==> src/rtl/rv32i_pkg.sv <==
// rv32i_pkg: shared arbiter state/owner types and default timing parameters.
package rv32i_pkg;
    typedef enum logic [1:0] {IDLE, ISSUE, WAIT, RESP} arb_state_e;
    typedef enum logic [1:0] {OWN_NONE, OWN_IF, OWN_LS} arb_owner_e;
    localparam int MEM_LAT_DEFAULT  = 2;
    localparam int MAX_WAIT_DEFAULT = 4;
endpackage

==> src/rtl/arb_prio_starve.sv <==
// arb_prio_starve: LS-priority winner select with a saturating IF starvation counter.
module arb_prio_starve
    import rv32i_pkg::*;
#(
    parameter int MAX_WAIT = MAX_WAIT_DEFAULT
) (
    input  logic clk,
    input  logic rst,
    input  logic idle,
    input  logic if_req,
    input  logic ls_req,
    output logic win_if,
    output logic win_ls
);
    localparam int CW = MAX_WAIT > 0 ? $clog2(MAX_WAIT + 1) : 1;
    localparam logic [CW-1:0] LIMIT = CW'(MAX_WAIT);
    logic [CW-1:0] starve;
    always_comb begin
        win_ls = ls_req && !(if_req && starve == LIMIT);
        win_if = if_req && !win_ls;
    end
    // Decisions are only made in IDLE, so the counter only moves there.
    always_ff @(posedge clk or posedge rst)
        if (rst)
            starve <= '0;
        else if (idle)
            starve <= (!if_req || win_if) ? '0 :
                      (win_ls && starve != LIMIT) ? starve + CW'(1) : starve;
endmodule

==> src/rtl/mem_port_arbiter.sv <==
// mem_port_arbiter: shares one fixed-latency single-port memory between fetch and load/store.
module mem_port_arbiter
    import rv32i_pkg::*;
#(
    parameter int ADDR_W   = 32,
    parameter int DATA_W   = 32,
    parameter int MEM_LAT  = MEM_LAT_DEFAULT,
    parameter int MAX_WAIT = MAX_WAIT_DEFAULT
) (
    input  logic                clk,
    input  logic                rst,
    input  logic                if_req,
    input  logic [ADDR_W-1:0]   if_addr,
    output logic                if_gnt,
    output logic                if_rvalid,
    output logic [DATA_W-1:0]   if_rdata,
    input  logic                ls_req,
    input  logic                ls_we,
    input  logic [DATA_W/8-1:0] ls_wstrb,
    input  logic [ADDR_W-1:0]   ls_addr,
    input  logic [DATA_W-1:0]   ls_wdata,
    output logic                ls_gnt,
    output logic                ls_rvalid,
    output logic [DATA_W-1:0]   ls_rdata,
    output logic                mem_en,
    output logic                mem_we,
    output logic [DATA_W/8-1:0] mem_wstrb,
    output logic [ADDR_W-1:0]   mem_addr,
    output logic [DATA_W-1:0]   mem_wdata,
    input  logic [DATA_W-1:0]   mem_rdata,
    output logic                busy
);
    arb_state_e state;
    arb_owner_e owner;
    logic [3:0] wait_cnt;
    logic       win_if, win_ls, capture;

    arb_prio_starve #(.MAX_WAIT(MAX_WAIT)) u_prio (
        .clk    (clk),
        .rst    (rst),
        .idle   (state == IDLE),
        .if_req (if_req),
        .ls_req (ls_req),
        .win_if (win_if),
        .win_ls (win_ls)
    );

    // mem_rdata is sampled on the MEM_LAT-th edge after the mem_en cycle.
    assign capture = (state == ISSUE && MEM_LAT == 1) || (state == WAIT && wait_cnt == 4'd0);

    always_ff @(posedge clk or posedge rst) begin
        if (rst) begin
            state     <= IDLE;
            owner     <= OWN_NONE;
            wait_cnt  <= '0;
            if_gnt    <= 1'b0;
            if_rvalid <= 1'b0;
            if_rdata  <= '0;
            ls_gnt    <= 1'b0;
            ls_rvalid <= 1'b0;
            ls_rdata  <= '0;
            mem_en    <= 1'b0;
            mem_we    <= 1'b0;
            mem_wstrb <= '0;
            mem_addr  <= '0;
            mem_wdata <= '0;
            busy      <= 1'b0;
        end else begin
            if_gnt    <= 1'b0;
            ls_gnt    <= 1'b0;
            mem_en    <= 1'b0;
            if_rvalid <= 1'b0;
            ls_rvalid <= 1'b0;
            if_rdata  <= '0;
            ls_rdata  <= '0;
            case (state)
                IDLE: if (win_if || win_ls) begin
                    state     <= ISSUE;
                    busy      <= 1'b1;
                    mem_en    <= 1'b1;
                    if_gnt    <= win_if;
                    ls_gnt    <= win_ls;
                    owner     <= win_ls ? OWN_LS : OWN_IF;
                    mem_addr  <= win_ls ? ls_addr : if_addr;
                    mem_we    <= win_ls && ls_we;
                    mem_wstrb <= (win_ls && ls_we) ? ls_wstrb : '0;
                    mem_wdata <= win_ls ? ls_wdata : '0;
                end
                ISSUE: begin
                    state    <= MEM_LAT == 1 ? RESP : WAIT;
                    wait_cnt <= 4'(MEM_LAT - 2);
                end
                WAIT: begin
                    wait_cnt <= wait_cnt - 4'd1;
                    if (wait_cnt == 4'd0)
                        state <= RESP;
                end
                RESP: begin
                    state <= IDLE;
                    busy  <= 1'b0;
                    owner <= OWN_NONE;
                end
            endcase
            if (capture) begin
                if_rvalid <= owner == OWN_IF;
                ls_rvalid <= owner == OWN_LS;
                if_rdata  <= owner == OWN_IF ? mem_rdata : '0;
                ls_rdata  <= (owner == OWN_LS && !mem_we) ? mem_rdata : '0;
            end
        end
    end
endmodule
==> config.mk <==
export PLATFORM = sky130hd
export DESIGN_NAME = mem_port_arbiter
export DESIGN_NICKNAME = d
export VERILOG_FILES = /design/src/rtl/rv32i_pkg.sv /design/src/rtl/arb_prio_starve.sv /design/src/rtl/mem_port_arbiter.sv
export SDC_FILE = /design/constraint.sdc
export NUM_CORES = 1
export LEC_CHECK = 0
export CAP_MARGIN = 10
export CORE_UTILIZATION = 37
export CTS_CLUSTER_DIAMETER = 120
export DETAILED_ROUTE_END_ITERATION = 16
export PLACE_DENSITY = 0.77
export SLEW_MARGIN = 20
export SYNTH_ARGS = -nofsm -noshare
export SYNTH_HDL_FRONTEND = slang
export SYNTH_HIERARCHICAL = 1
export SYNTH_SLANG_ARGS = --single-unit
==> constraint.sdc <==
create_clock -name clk -period 4.4 [get_ports clk]
set_input_delay 0.66 -clock clk [delete_from_list [all_inputs] [get_ports clk]]
set_output_delay 0.66 -clock clk [all_outputs]
set_load 0.05 [all_outputs]
==> results.ini, run 1 <==
[outcome]
status=completed

[final_layout]
drive_gt1_frac=0.101
diodes=0
areaGrowthSynthToFinish_pct=61.3
nets=855
fill_cells=1172

[synth]
async_reset_ff_frac=1.00
synth_top_cell_by_area=dfrtp_1
synth_edf_count=0
ys_seq_elements=150
synth_nets=582
synth_cell_types=39
syn_inst=439
yosysMostFrequentCell=dfrtp_1
netlist.area_leader.share=0.656
ys_seq_area_frac=0.656
netlist_top_cells_count=dfrtp_1, and2_1, nand2_1, o21ai_0
syn-cell-area_um2=5720
synth_area_per_cell_um2=13.0
synth_flop_cell=dfrtp_1
ys_top_cells_by_area=dfrtp_1, mux2i_1, a22o_1
yosysWarningCount=6

[power]
p_leak_nw=4.19
clkPwrFrac=0.223
power.total_mw=6.14
intPower_mw=3.50
swShare=0.431
comb_power_share=0.457
vdd_drop_max_v=0.000397
power_density_nw_per_um2=665
pwr-share-seq=0.320
switchingPower_mw=2.65

[min_path]
hold_class=reg -> reg
worst_hold_startpoint=mem_addr[15]
hold_path_depth=2
whs_endpoint=mem_addr[15]

[drt]
drc_errors=0
via_per_inst=4.71
dr_total_vias=4300
drtPass1Iterations=4
drt-wirelength-per-cell_um=15.7
wl_mm=14.3
postRouteAntennaNets=0
drt_iter0_drc=203

[clock_network]
cts-resized-gates=0
hold_buffers=0
clk_latency_ns=0.42
cts_buffer_depth=2
htree_levels=4
cts_tree=built
cts_setup_buffers=0
clock-sinks=150
cts-root-buf=clkbuf_16
clk_pin_slew_ns=0.06
cts_buffers=17

[setup_path]
r2r_start=u_prio/starve[0]
start_kind=primary input
criticalPathCategory=in -> reg
r2r_end=busy
worst_ep_arrival_time_ns=2.78
cp_max_fo=102
crit_required_ns=4.69
crit_slowest_cell=buf_4
crit_chain=clkdlybuf4s50_1, inv_1, a31oi_4, nor2b_1, o21ai_4, buf_4, inv_1, nor2_1, a21oi_1
r2r_cells=9
max_stage_delay_ns=0.70
critical_path.top_delay_family=buffers and inverters
end_kind=register
ff2ff_setup_slack_ns=2.11
cp_common_cell=inv_1
crit_buf_inv=4

[global_routing]
overflow=0
grt_pass1_vias=4506
antenna_found_initial=0
grt_pass1_wl_mm=23.2
grtUsageTotal=0.188
grt_max_degree=148

[job]
cap_violations=0

[timing]
rsz0062_at_grt=false
clock_skew_ns=0.0100
slew_headroom=0.397
fin_crit_ns=2.49
tightest_slew_ns=0.904
finalSetupTns_ns=0
final_hold_viol_count=0
setup_viol=0
post-route-period-util=0.566
drv_slew=0
max_freq_mhz=401

[floorplanning]
start_util=0.378
num_rows=45
die_w_um=126
fp.dieH_um=126
coreArea_um2=15100
design.die.area_um2=16000
ioPinCount=276

[placement]
io_buffer_count=275
place_congestion=0.759
detailed_place_hpwl_mm=10.3

flip-flops by register name, indices dropped and copies added, names as in the netlist, 2 cells and up:
| name | cells |
|---|---|
| wait_cnt | 4 |
| if_rdata | 32 |
| state | 2 |
| mem_addr | 32 |
| ls_rdata | 32 |
| u_prio/starve | 3 |
| mem_wdata | 32 |
| owner | 2 |
| mem_wstrb | 4 |
power groups by stage:
stage	sequential (mW)	clock [mW]	combinational [mW]
floorplan	3.10	0	0.705
global placement	1.98	0	2.76
detailed placement	1.99	0	2.83
CTS	1.97	1.40	2.83
global route	2.01	1.46	2.95
finish	1.96	1.37	2.81
cells in the final DEF, fill, tap and decap left out, types with 7 or more instances in the layout:
master / count
a22o_1: 33
and2_2: 25
mux2i_1: 33
and2_1: 41
clkdlybuf4s50_1: 275
clkbuf_16: 17
nand2_1: 37
o21ai_0: 37
inv_6: 7
inv_1: 14
dfrtp_1: 150
stage by stage:
step	hold WS [ns]	util	instance area (um2)	instances	worst slack, ns
2_1_floorplan	0.414	-	5730	439	1.89
5_1_grt	0.501	0.610	9230	913	1.66
3_3_place_gp	0.464	0.571	8660	880	1.56
3_5_place_dp	0.470	0.571	8660	880	1.46
4_1_cts	0.484	0.609	9220	912	1.90
6_report	0.481	0.610	9230	913	1.91
worst max-delay path by stage:
stage                 from  endpoint  slack [ns]  cells past startpoint
finish              ls_req      busy        1.91                      9
global route        ls_req      busy        1.66                      9
detailed placement  ls_req      busy        1.46                      9
global placement    ls_req      busy        1.56                      9
floorplan              rst      busy        1.89                      1
CTS                 ls_req      busy        1.90                      9
metal layers:
| layer | global-route usage | share of wire | up-vias |
|---|---|---|---|
| met5 | 0 | 0 | - |
| met4 | 0.0787 | 0.024 | 0 |
| met3 | 0.0439 | 0.042 | 24 |
| met2 | 0.335 | 0.52 | 153 |
| met1 | 0.218 | 0.41 | 2082 |
| li1 | - | - | 2041 |
tightest hold or removal path, stage by stage (launching register included):
cell and delay, ns:
dfrtp_1 0.34, nand2_1 0.04, o21ai_0 0.06
cell families (layout without fill, tap and decap cells):
group | Yosys count | count (layout) | synth area share
DFF | 150 | 150 | 0.656
AOI/OAI and AO/OA | 85 | 85 | 0.104
muxes | 34 | 34 | 0.0597
adders and majority gates | 6 | 6 | 0.0131
and+or+nand+nor | 122 | 122 | 0.134
buffers and inverters | 42 | 328 | 0.0334
layout make-up:
type                       count  area (um2)  area share
sequential                   150        3750       0.407
timing repair buffer         281        2820       0.305
multi-input combinational    247        1800       0.195
clock buffer                  17         425      0.0461
tap                          188         235      0.0255
clock inverter                15         138      0.0149
inverter                      15        60.1     0.00650
Power figures use the tool's default switching activity.
==> inputs of run 2 (changes only) <==
==> constraint.sdc (replaced) <==
create_clock -name clk -period 2.15 [get_ports clk]
set_input_delay 0.3225 -clock clk [delete_from_list [all_inputs] [get_ports clk]]
set_output_delay 0.3225 -clock clk [all_outputs]
set_load 0.05 [all_outputs]
==> results.ini, run 2 (synthesis gave the netlist of run 1 again) <==
[final_layout]
areaGrowthSynthToFinish_pct=63.4  ; was 61.3%
nets=859  ; was 855
final_common_cell=clkdlybuf4s50_1  ; unchanged
final_util=0.618  ; was 0.610
final_cell_mix=clkdlybuf4s50_1, dfrtp_1, and2_1  ; unchanged
drive_gt1_frac=0.106  ; was 0.101
diodes=0  ; unchanged

[drt]
via_per_inst=4.79  ; was 4.71
dr_total_vias=4388  ; was 4300
drt-wirelength-per-cell_um=15.6  ; was 15.7 um
postRouteAntennaNets=0  ; unchanged
drt_iter0_drc=211  ; was 203
wl_mm=14.3  ; about the same
drc_errors=0  ; unchanged
drtPass1Iterations=4  ; unchanged

[min_path]
hold_class=in -> async  ; was reg -> reg

[floorplanning]
fp.dieH_um=126  ; unchanged
num_rows=45  ; unchanged
ioPinCount=276  ; unchanged
start_util=0.378  ; unchanged
die_w_um=126  ; unchanged
coreArea_um2=15100  ; unchanged
design.die.area_um2=16000  ; unchanged

[clock_network]
cts-root-buf=clkbuf_16  ; unchanged
cts_setup_buffers=0  ; unchanged
hold_buffers=0  ; unchanged
cts_tree=built  ; unchanged
clk_latency_ns=0.42  ; about the same
cts-resized-gates=0  ; unchanged
clock-sinks=150  ; unchanged
cts_buffers=17  ; unchanged
clk_pin_slew_ns=0.06  ; about the same
cts_buffer_depth=2  ; unchanged
htree_levels=4  ; unchanged

[timing]
post-route-period-util=0.937
setup_viol=0  ; unchanged
tightest_slew_ns=0.546  ; was 0.904 ns
holdWs_ns=0.169  ; was 0.481 ns
rsz0062_at_grt=false  ; unchanged
max_freq_mhz=496
final_hold_viol_count=0  ; unchanged
drv_slew=0  ; unchanged
slew_headroom=0.635  ; was 0.397
worst_slack_ns=0.135  ; was 1.91 ns
fin_crit_ns=2.02
clock_skew_ns=0.00858  ; was 0.0100 ns

[setup_path]
end_kind=output pin  ; was register
crit_chain=clkdlybuf4s50_1  ; was clkdlybuf4s50_1, inv_1, a31oi_4, nor2b_1, o21ai_4, buf_4, inv_1, nor2_1, a21oi_1
max_stage_delay_ns=0.84  ; was 0.70 ns
crit_slowest_cell=clkdlybuf4s50_1  ; was buf_4
crit_required_ns=1.83  ; was 4.69 ns
crit_buf_inv=1  ; was 4
critical_path.top_delay_family=buffers and inverters  ; unchanged
cp_max_fo=3  ; was 102
worst_ep_arrival_time_ns=1.69  ; was 2.78 ns
start_kind=register  ; was primary input
criticalPathCategory=reg -> out  ; was in -> reg

[placement]
place_congestion=0.761  ; was 0.759
detailed_place_hpwl_mm=10.4  ; was 10.3 mm
place_ws_ns=-0.00330  ; was 1.46 ns
io_buffer_count=275  ; unchanged

[power]
vdd_drop_max_v=0.000753  ; was 0.000397 V
p_leak_nw=4.25  ; was 4.19 nW
power_density_nw_per_um2=1370  ; was 665 nW/um2

[global_routing]
grtUsageTotal=0.184  ; was 0.188
grt_pass1_vias=4472  ; was 4506
overflow=0  ; unchanged
grt_pass1_wl_mm=22.6  ; was 23.2 mm
grt_max_degree=82  ; was 148
antenna_found_initial=0  ; unchanged

[outcome]
status=completed  ; unchanged

[job]
cap_violations=0  ; unchanged

## run 2: power by group
group | switching [mW] | internal (mW)
registers | 0.448 | 3.58
logic | 3.69 | 2.11
clock network | 1.17 | 1.79
## run 2: metal layers
metal	up-vias	wire, um	GRT usage
met2	164	7490	0.325
met5	-	0	0
li1	2047	-	-
met1	2154	5660	0.210
met3	23	792	0.0485
met4	0	322	0.0808
## run 2: through the flow
stage / instances / setup TNS (ns) / power (mW) / area, um2
finish: 917 / 0 / 12.8 / 9350
floorplan: 439 / -2.87 / 7.79 / 5730
global placement: 885 / 0 / 9.76 / 8760
global route: 917 / 0 / 13.4 / 9350
CTS: 917 / 0 / 12.9 / 9350
detailed placement: 885 / -0.00330 / 9.92 / 8760
## run 2: area by class of cell
| class | count | area [um2] |
|---|---|---|
| repair buffers | 285 | 2900 |
| well taps | 188 | 235 |
| inverters | 15 | 60.1 |
| flip-flops and latches | 150 | 3750 |
| fillers | 1140 | 5790 |
| clock inverters | 13 | 145 |
| clock buffers | 19 | 453 |
| multi-input cells | 247 | 1800 |
## run 2: worst paths after layout
path / startpoint / endpoint / slack (ns) / depth (start not counted)
min: rst / u_prio/starve[1] / 0.17 / 2
min in group clk: mem_addr[30] / mem_addr[30] / 0.47 / 2
max: mem_we / mem_we / 0.13 / 1
max in group asynchronous: rst / if_rdata[25] / 1.37 / 3
max reg2reg: u_prio/starve[0] / state[1] / 0.23 / 7
min reg2reg: mem_addr[30] / mem_addr[30] / 0.47 / 2
